==> src/rtl/cover_stim_pkg.sv <==
// Shared types and width helpers for the cover/assertion stimulus generator.
package cover_stim_pkg;

    localparam int CNT_W_DEF = 16;
    localparam int DLY_W_DEF = 4;
    localparam int ST_W      = 3;

    typedef enum logic [ST_W-1:0] {
        IDLE,
        FIRE_A,
        WAIT_DLY,
        FIRE_B,
        WAIT_RESP,
        GAP,
        DONE
    } state_e;

    typedef enum logic {
        EXP_PASS,
        EXP_FAIL
    } exp_e;

    // One timer covers both the response timeout and the extended gap.
    function automatic int tmr_w(input int timeout, input int gap);
        return $clog2(timeout + gap + 1);
    endfunction

endpackage

==> src/rtl/cover_stim_sat_cnt.sv <==
// Saturating up-counter with synchronous clear and increment enable.
module cover_stim_sat_cnt #(
    parameter int W = 16
) (
    input  logic         clk,
    input  logic         rst_n,
    input  logic         clr,
    input  logic         inc,
    output logic [W-1:0] cnt
);

    logic [W-1:0] cnt_q;
    logic [W-1:0] cnt_d;

    always_comb begin
        cnt_d = cnt_q;
        if (clr) begin
            cnt_d = '0;
        end else if (inc && (cnt_q != '1)) begin
            cnt_d = cnt_q + 1'b1;
        end
    end

    always_ff @(posedge clk or negedge rst_n) begin
        if (!rst_n) begin
            cnt_q <= '0;
        end else begin
            cnt_q <= cnt_d;
        end
    end

    assign cnt = cnt_q;

endmodule

==> src/rtl/cover_stim_gen.sv <==
// Drives a/b trials into an assertion checker and scores its pass/fail
// responses against the expected outcome of each trial.
module cover_stim_gen
    import cover_stim_pkg::*;
#(
    parameter int CNT_W   = CNT_W_DEF,
    parameter int DLY_W   = DLY_W_DEF,
    parameter int TIMEOUT = 16,
    parameter int GAP_CYC = 2
) (
    input  logic             clk,
    input  logic             rst_n,
    input  logic             start,
    input  logic [CNT_W-1:0] num_trials,
    input  logic [DLY_W-1:0] delay,
    input  logic [DLY_W-1:0] inject_period,
    input  logic             assertion_pass,
    input  logic             assertion_fail,
    input  logic             assertion_active,
    output logic             a,
    output logic             b,
    output logic             busy,
    output logic             done,
    output logic [CNT_W-1:0] pass_cnt,
    output logic [CNT_W-1:0] fail_cnt,
    output logic [CNT_W-1:0] timeout_cnt,
    output logic [CNT_W-1:0] mismatch_cnt
);

    localparam int TW = tmr_w(TIMEOUT, GAP_CYC);

    state_e           state_q, state_d;
    logic [CNT_W-1:0] ntr_q, ntr_d;
    logic [CNT_W-1:0] idx_q, idx_d;
    logic [DLY_W-1:0] dly_q, dly_d;
    logic [DLY_W-1:0] per_q, per_d;
    logic [DLY_W-1:0] dcnt_q, dcnt_d;
    logic [DLY_W-1:0] inj_cnt_q, inj_cnt_d;
    exp_e             exp_q, exp_d;
    logic             resp_q, resp_d;
    logic [TW-1:0]    tmr_q, tmr_d;
    logic             a_q, a_d;
    logic             b_q, b_d;
    logic             busy_q, busy_d;
    logic             done_q, done_d;

    logic clr;
    logic capture;
    logic go_a;
    logic pass_inc;
    logic fail_inc;
    logic tmo_inc;
    logic mis_inc;

    always_comb begin
        state_d   = state_q;
        ntr_d     = ntr_q;
        idx_d     = idx_q;
        dly_d     = dly_q;
        per_d     = per_q;
        dcnt_d    = dcnt_q;
        inj_cnt_d = inj_cnt_q;
        exp_d     = exp_q;
        resp_d    = resp_q;
        tmr_d     = tmr_q;
        clr       = 1'b0;
        go_a      = 1'b0;
        pass_inc  = 1'b0;
        fail_inc  = 1'b0;
        tmo_inc   = 1'b0;
        mis_inc   = 1'b0;

        // First response of a trial closes it; later ones are ignored.
        capture = (state_q inside {FIRE_A, WAIT_DLY, FIRE_B, WAIT_RESP})
                  && !resp_q && (assertion_pass || assertion_fail);
        if (capture) begin
            resp_d   = 1'b1;
            pass_inc = assertion_pass && !assertion_fail;
            fail_inc = assertion_fail;
            mis_inc  = (assertion_pass && assertion_fail)
                       || (assertion_fail != (exp_q == EXP_FAIL));
        end

        unique case (state_q)
            IDLE: begin
                if (start) begin
                    clr       = 1'b1;
                    ntr_d     = num_trials;
                    dly_d     = delay;
                    per_d     = inject_period;
                    inj_cnt_d = inject_period;
                    idx_d     = '0;
                    if (num_trials == '0) begin
                        state_d = DONE;
                    end else begin
                        go_a = 1'b1;
                    end
                end
            end
            FIRE_A: begin
                if (dly_q == '0) begin
                    state_d = WAIT_RESP;
                    tmr_d   = '0;
                end else if (dly_q == DLY_W'(1)) begin
                    state_d = FIRE_B;
                end else begin
                    dcnt_d  = dly_q - DLY_W'(2);
                    state_d = WAIT_DLY;
                end
            end
            WAIT_DLY: begin
                if (dcnt_q == '0) begin
                    state_d = FIRE_B;
                end else begin
                    dcnt_d = dcnt_q - 1'b1;
                end
            end
            FIRE_B: begin
                tmr_d   = '0;
                state_d = (resp_q || capture) ? GAP : WAIT_RESP;
            end
            WAIT_RESP: begin
                if (resp_q || capture) begin
                    state_d = GAP;
                    tmr_d   = '0;
                end else if (tmr_q == TW'(TIMEOUT - 1)) begin
                    tmo_inc = 1'b1;
                    mis_inc = 1'b1;
                    state_d = GAP;
                    tmr_d   = '0;
                end else begin
                    tmr_d = tmr_q + 1'b1;
                end
            end
            GAP: begin
                if ((tmr_q >= TW'(GAP_CYC - 1)) &&
                    (!assertion_active ||
                     (tmr_q >= TW'(GAP_CYC - 1 + TIMEOUT)))) begin
                    idx_d = idx_q + 1'b1;
                    if (idx_d == ntr_q) begin
                        state_d = DONE;
                    end else begin
                        go_a = 1'b1;
                    end
                end else begin
                    tmr_d = tmr_q + 1'b1;
                end
            end
            DONE: begin
                state_d = IDLE;
            end
            default: begin
                state_d = IDLE;
            end
        endcase

        // Trial entry: decide injection from the down-counter, then advance it.
        if (go_a) begin
            state_d = FIRE_A;
            resp_d  = 1'b0;
            if ((per_d != '0) && (inj_cnt_d == DLY_W'(1))) begin
                exp_d = EXP_FAIL;
            end else begin
                exp_d = EXP_PASS;
            end
            if (per_d != '0) begin
                if (inj_cnt_d == DLY_W'(1)) begin
                    inj_cnt_d = per_d;
                end else begin
                    inj_cnt_d = inj_cnt_d - 1'b1;
                end
            end
        end

        a_d    = (state_d == FIRE_A);
        b_d    = ((state_d == FIRE_B) || ((state_d == FIRE_A) && (dly_d == '0)))
                 && (exp_d == EXP_PASS);
        busy_d = !(state_d inside {IDLE, DONE});
        done_d = (state_d == DONE);
    end

    always_ff @(posedge clk or negedge rst_n) begin
        if (!rst_n) begin
            state_q   <= IDLE;
            ntr_q     <= '0;
            idx_q     <= '0;
            dly_q     <= '0;
            per_q     <= '0;
            dcnt_q    <= '0;
            inj_cnt_q <= '0;
            exp_q     <= EXP_PASS;
            resp_q    <= 1'b0;
            tmr_q     <= '0;
            a_q       <= 1'b0;
            b_q       <= 1'b0;
            busy_q    <= 1'b0;
            done_q    <= 1'b0;
        end else begin
            state_q   <= state_d;
            ntr_q     <= ntr_d;
            idx_q     <= idx_d;
            dly_q     <= dly_d;
            per_q     <= per_d;
            dcnt_q    <= dcnt_d;
            inj_cnt_q <= inj_cnt_d;
            exp_q     <= exp_d;
            resp_q    <= resp_d;
            tmr_q     <= tmr_d;
            a_q       <= a_d;
            b_q       <= b_d;
            busy_q    <= busy_d;
            done_q    <= done_d;
        end
    end

    assign a    = a_q;
    assign b    = b_q;
    assign busy = busy_q;
    assign done = done_q;

    cover_stim_sat_cnt #(.W(CNT_W)) u_pass_cnt (
        .clk(clk), .rst_n(rst_n), .clr(clr), .inc(pass_inc), .cnt(pass_cnt)
    );
    cover_stim_sat_cnt #(.W(CNT_W)) u_fail_cnt (
        .clk(clk), .rst_n(rst_n), .clr(clr), .inc(fail_inc), .cnt(fail_cnt)
    );
    cover_stim_sat_cnt #(.W(CNT_W)) u_tmo_cnt (
        .clk(clk), .rst_n(rst_n), .clr(clr), .inc(tmo_inc), .cnt(timeout_cnt)
    );
    cover_stim_sat_cnt #(.W(CNT_W)) u_mis_cnt (
        .clk(clk), .rst_n(rst_n), .clr(clr), .inc(mis_inc), .cnt(mismatch_cnt)
    );

endmodule

==> config.mk <==
export PLATFORM = sky130hd
export DESIGN_NAME = cover_stim_gen
export DESIGN_NICKNAME = d
export VERILOG_FILES = /design/src/rtl/cover_stim_pkg.sv /design/src/rtl/cover_stim_sat_cnt.sv /design/src/rtl/cover_stim_gen.sv
export SDC_FILE = /design/constraint.sdc
export NUM_CORES = 1
export LEC_CHECK = 0
export ABC_AREA = 1
export BUFFER_PORTS_ARGS = -buffer_cell sky130_fd_sc_hd__clkbuf_2
export CAP_MARGIN = 20
export CELL_PAD_IN_SITES_DETAIL_PLACEMENT = 0
export CELL_PAD_IN_SITES_GLOBAL_PLACEMENT = 1
export CORE_MARGIN = 10
export CORE_UTILIZATION = 46
export DETAILED_ROUTE_END_ITERATION = 16
export MAX_ROUTING_LAYER = met4
export PLACE_DENSITY_LB_ADDON = 0.08
export REMOVE_ABC_BUFFERS = 1
export SYNTH_ARGS = -nofsm -noshare
export SYNTH_HDL_FRONTEND = slang
export SYNTH_SLANG_ARGS = --single-unit
export TNS_END_PERCENT = 10
==> constraint.sdc <==
create_clock -name clk -period 3.9 [get_ports clk]
set_input_delay 0 -clock clk [delete_from_list [all_inputs] [get_ports clk]]
set_output_delay 0 -clock clk [all_outputs]
set_load 0.1 [all_outputs]
==> impl_summary.txt <==
----------------------------------------------------
[Status]
  Result of the run ... finished, final reports clean

[Layout]
  Register area ... 3153 sq um
  Final net count ... 1187
  P&R area growth vs syn ... 20.90%
  Final-layout fill cell count ... 1535
  Fraction of layout instances using a drive strength above 1 ... 0.1479
  Area used by multi-input combinational logic ... 3669 sq um
  Final instance count without filler cells ... 1373
  Most used cells in the layout excluding fill and tap cells ... 235 x sky130_fd_sc_hd__nand2_1, 154 x sky130_fd_sc_hd__inv_1, 126 x sky130_fd_sc_hd__dfrtp_1
  Leading cell type in the layout, fill and taps excluded ... sky130_fd_sc_hd__nand2_1
  Fraction of the core area covered by cells at the end of the flow ... 0.5695

[Synth]
  Gate count of the mapped netlist ... 1017
  Synth top area share ... 0.4214
  Parity-gate share of the synthesized area counting xor and xnor cells ... 0.02926
  Part of the Yosys area used for sequential elements ... 0.4214
  Post-synthesis instance area ... 7482 sq um
  Share of synthesized area spent on multiplexers ... 0.002843
  Cell accounting for the most synthesized area ... sky130_fd_sc_hd__dfrtp_1
  Number of register bits inferred by synthesis ... 126
  Post-synthesis share of cell area spent on and, or, nand and nor gates ... 0.3247
  Synthesized area divided by synthesized cell count ... 7.357 sq um
  Ranking of synthesized cells by area ... sky130_fd_sc_hd__dfrtp_1 42%, sky130_fd_sc_hd__nand2_1 12%, sky130_fd_sc_hd__inv_1 7.7%
  Library cells used by synthesis ... 42
  Dominant combinational cell family by area after synthesis ... simple AND/OR/NAND/NOR gates
  Synth Warn # ... 0
  Adder-cell share of the synthesized area ... 0.02174
  Post-synthesis compound-gate area fraction ... 0.1107

[Clock tree]
  Number of instances resized during post-cts repair ... 0
  Cell chosen for the clock root ... sky130_fd_sc_hd__clkbuf_16
  Number of clock sinks ... 126
  Clk slew on worst S/H paths ... 0.05 ns
  Number of buffers inserted during clock tree synthesis ... 17
  Setup Fix Bufs, Post-CTS ... 0
  Number of levels the H-tree was split into ... 4
  Clock latency on the worst-skew pair ... 0.42 ns
  Largest buffer count on any clock path ... 2
  Clock tree from TritonCTS ... done

[Worst setup path]
  Data required time at the worst endpoint ... 4.19 ns
  Crit-path max FO ... 36
  Kind of launch point of the worst setup path ... flop
  Critical Setup Path Class ... reg -> reg
  CP arrival ... 3.21 ns
  CP endpoint kind ... flop

[Timing]
  Setup repair after global routing missed its margin ... false
  Final Slew Violations ... 0
  Worst-case clock skew ... 0.01052 ns
  Final number of hold-violating endpoints ... 0
  Fmax ... 342.7 MHz
  Final critical path time including I/O delays and setup ... 2.918 ns
  Fin crit share ... 0.7482
  Count of final setup violators ... 0
  Setup TNS ... 0 ns
  Final worst setup slack ... 0.9822 ns
  Worst-Margin Slew ... 0.9344 ns
  Relative slew margins ... 0.3771

[Pwr]
  Leakage power of the design ... 4.267 nW
  Cell area power density ... 684.2 nW/um^2
  Power dissipated by switching net loads ... 2.918 mW
  Share of power burned in the clock network ... 0.256
  Sequential share of power ... 0.304
  Combinational power share ... 0.440
  Total power ... 6.189 mW
  Maximum vdd ir drop ... 0.6062 mV
  Internal Dissipation ... 3.271 mW
  Sw frac ... 0.4715

[Place]
  Post-detailed-placement half-perimeter wirelength ... 14.37 mm
  Routability Congestion ... 0.8712
  Port bufs ... 97
  Number of instances in the placed design ... 1316
  Minimum setup slack after placement ... 0.9837 ns

[Global route]
  Vias in the first global route ... 6918
  Number of antenna violations at the first check in global routing ... 1
  Global-route congestion overflow total ... 0
  All-layer global routing usage ... 0.1919
  Maximum number of pins on one net before global-route repair ... 101
  First-pass GRT wire length ... 33.77 mm

[Floorplan]
  Placeable core area ... 15890 sq um
  Std cell rows ... 46
  X dimension of the die ... 147.5 microns
  Effective utilization at floorplan ... 0.4710
  Die Outline Area ... 21770 sq um
  DIE HEIGHT ... 147.5 microns
  I/O pin total ... 98

[Job]
  Reported max-cap violation count ... 0

[Routing]
  Detail-routed via count per cell ... 5.068
  DR vias ... 6959
  Iteration count of the initial detailed-routing pass ... 5
  WL final ... 19.67 mm
  1st-iter DRT viols ... 412
  Post-route antenna net violation count ... 0
  Drc violations ... 0
  Wire length per cell ... 14.32 microns

[Worst hold path]
  Type of the most critical hold path ... in -> reg

----------------------------------------------------
## logic make-up after synthesis
logic type	count (synthesis)
buf+inv	175
xor+xnor	25
mux	2
compound gates	152
flops	126
fa+ha+maj	13
simple gates	524
## registers in the layout, summed over array words and instances, names as in the netlist, 3 cells and up
register,flops
dcnt_q,4
dly_q,4
idx_q,16
inj_cnt_q,4
ntr_q,16
per_q,4
state_q,3
tmr_q,5
u_fail_cnt.cnt,16
u_mis_cnt.cnt,16
u_pass_cnt.cnt,16
u_tmo_cnt.cnt,16
## final cells by class
type	instances	share of cell area
Antenna cell	1	0.0002766
Clock buffer	22	0.05353
Clock inverter	9	0.01217
Inverter	158	0.06556
Multi-Input combinational cell	716	0.4055
Sequential cell	126	0.3485
Tap cell	216	0.02988
Timing Repair Buffer	125	0.08451
## Yosys cell counts, drive strengths merged
| cell | instances |
|---|---|
| nor3b | 2 |
| mux2 | 1 |
| a22oi | 1 |
| clkbuf | 8 |
| nor4 | 10 |
| xnor2 | 4 |
| o211ai | 2 |
| dfrtp | 126 |
| o2111ai | 1 |
| o31ai | 8 |
| a21oi | 29 |
| o21ai | 96 |
| nand4 | 32 |
| or4 | 1 |
| xor2 | 21 |
| nor3 | 29 |
| nor2 | 94 |
| o22ai | 8 |
| nand3 | 108 |
| o21a | 4 |
| ha | 13 |
| buf | 9 |
| o221a | 1 |
| mux2i | 1 |
| nand2 | 245 |
| inv | 157 |
| nand3b | 3 |
| a31oi | 2 |
| clkinv | 1 |
## routing by layer
metal	GRT usage	share of wire	vias to the layer above	routed length, microns
met1	0.2461	0.48	3209	9348
met3	0.03632	0.035	18	684
met4	0.04807	0.013	0	262
li1	-	-	3608	-
met2	0.3073	0.48	124	9373
met5	-	0	-	0
## stage by stage
step           area, sq um  hold slack [ns]
2_1_floorplan         7407          -0.2956
3_3_place_gp          8199           0.1891
3_5_place_dp          8199           0.1837
4_1_cts               9044          0.06822
5_1_grt               9046           0.1241
6_report              9046          0.07470
## what timing repair did
| action | 4_1_cts | 5_1_grt |
|---|---|---|
| setup endpoints to repair | 0 | 0 |
| endpoints found under the hold margin | 123 | 0 |
| hold buffers | 25 | 0 |
## final timing paths
check,depth (start not counted),slack (ns),end,start
worst max register to register,10,0.98,inj_cnt_q[3],state_q[0]
max in group asynchronous,3,2.71,ntr_q[7],rst_n
worst min-delay path,5,0.07,resp_q,assertion_pass
worst min register to register,2,0.51,ntr_q[0],ntr_q[0]
worst max-delay path,10,0.98,inj_cnt_q[3],state_q[0]
min in group asynchronous,2,0.27,u_fail_cnt.cnt[5],rst_n
## critical path: stages, from the launching register on
cell                      delay (ns)
sky130_fd_sc_hd__dfrtp_1        0.41
sky130_fd_sc_hd__nor2_2         0.16
sky130_fd_sc_hd__nand3_4        0.38
sky130_fd_sc_hd__inv_2          0.69
sky130_fd_sc_hd__nand2_1        0.14
sky130_fd_sc_hd__o21ai_0        0.20
sky130_fd_sc_hd__ha_1           0.22
sky130_fd_sc_hd__nand3_1        0.11
sky130_fd_sc_hd__inv_1          0.18
sky130_fd_sc_hd__mux2i_1        0.20
sky130_fd_sc_hd__o21ai_1        0.09
## power by group through the flow
stage / Combinational (mW) / Clock, mW / Sequential [mW]
final: 2.72 / 1.58 / 1.88
after global routing: 3.04 / 1.68 / 1.93
after CTS: 2.75 / 1.62 / 1.89
after detailed placement: 2.71 / 0 / 1.91
after global placement: 2.69 / 0 / 1.91
after floorplan: 1.33 / 0 / 2.65
(Power assumes the default switching activity.)
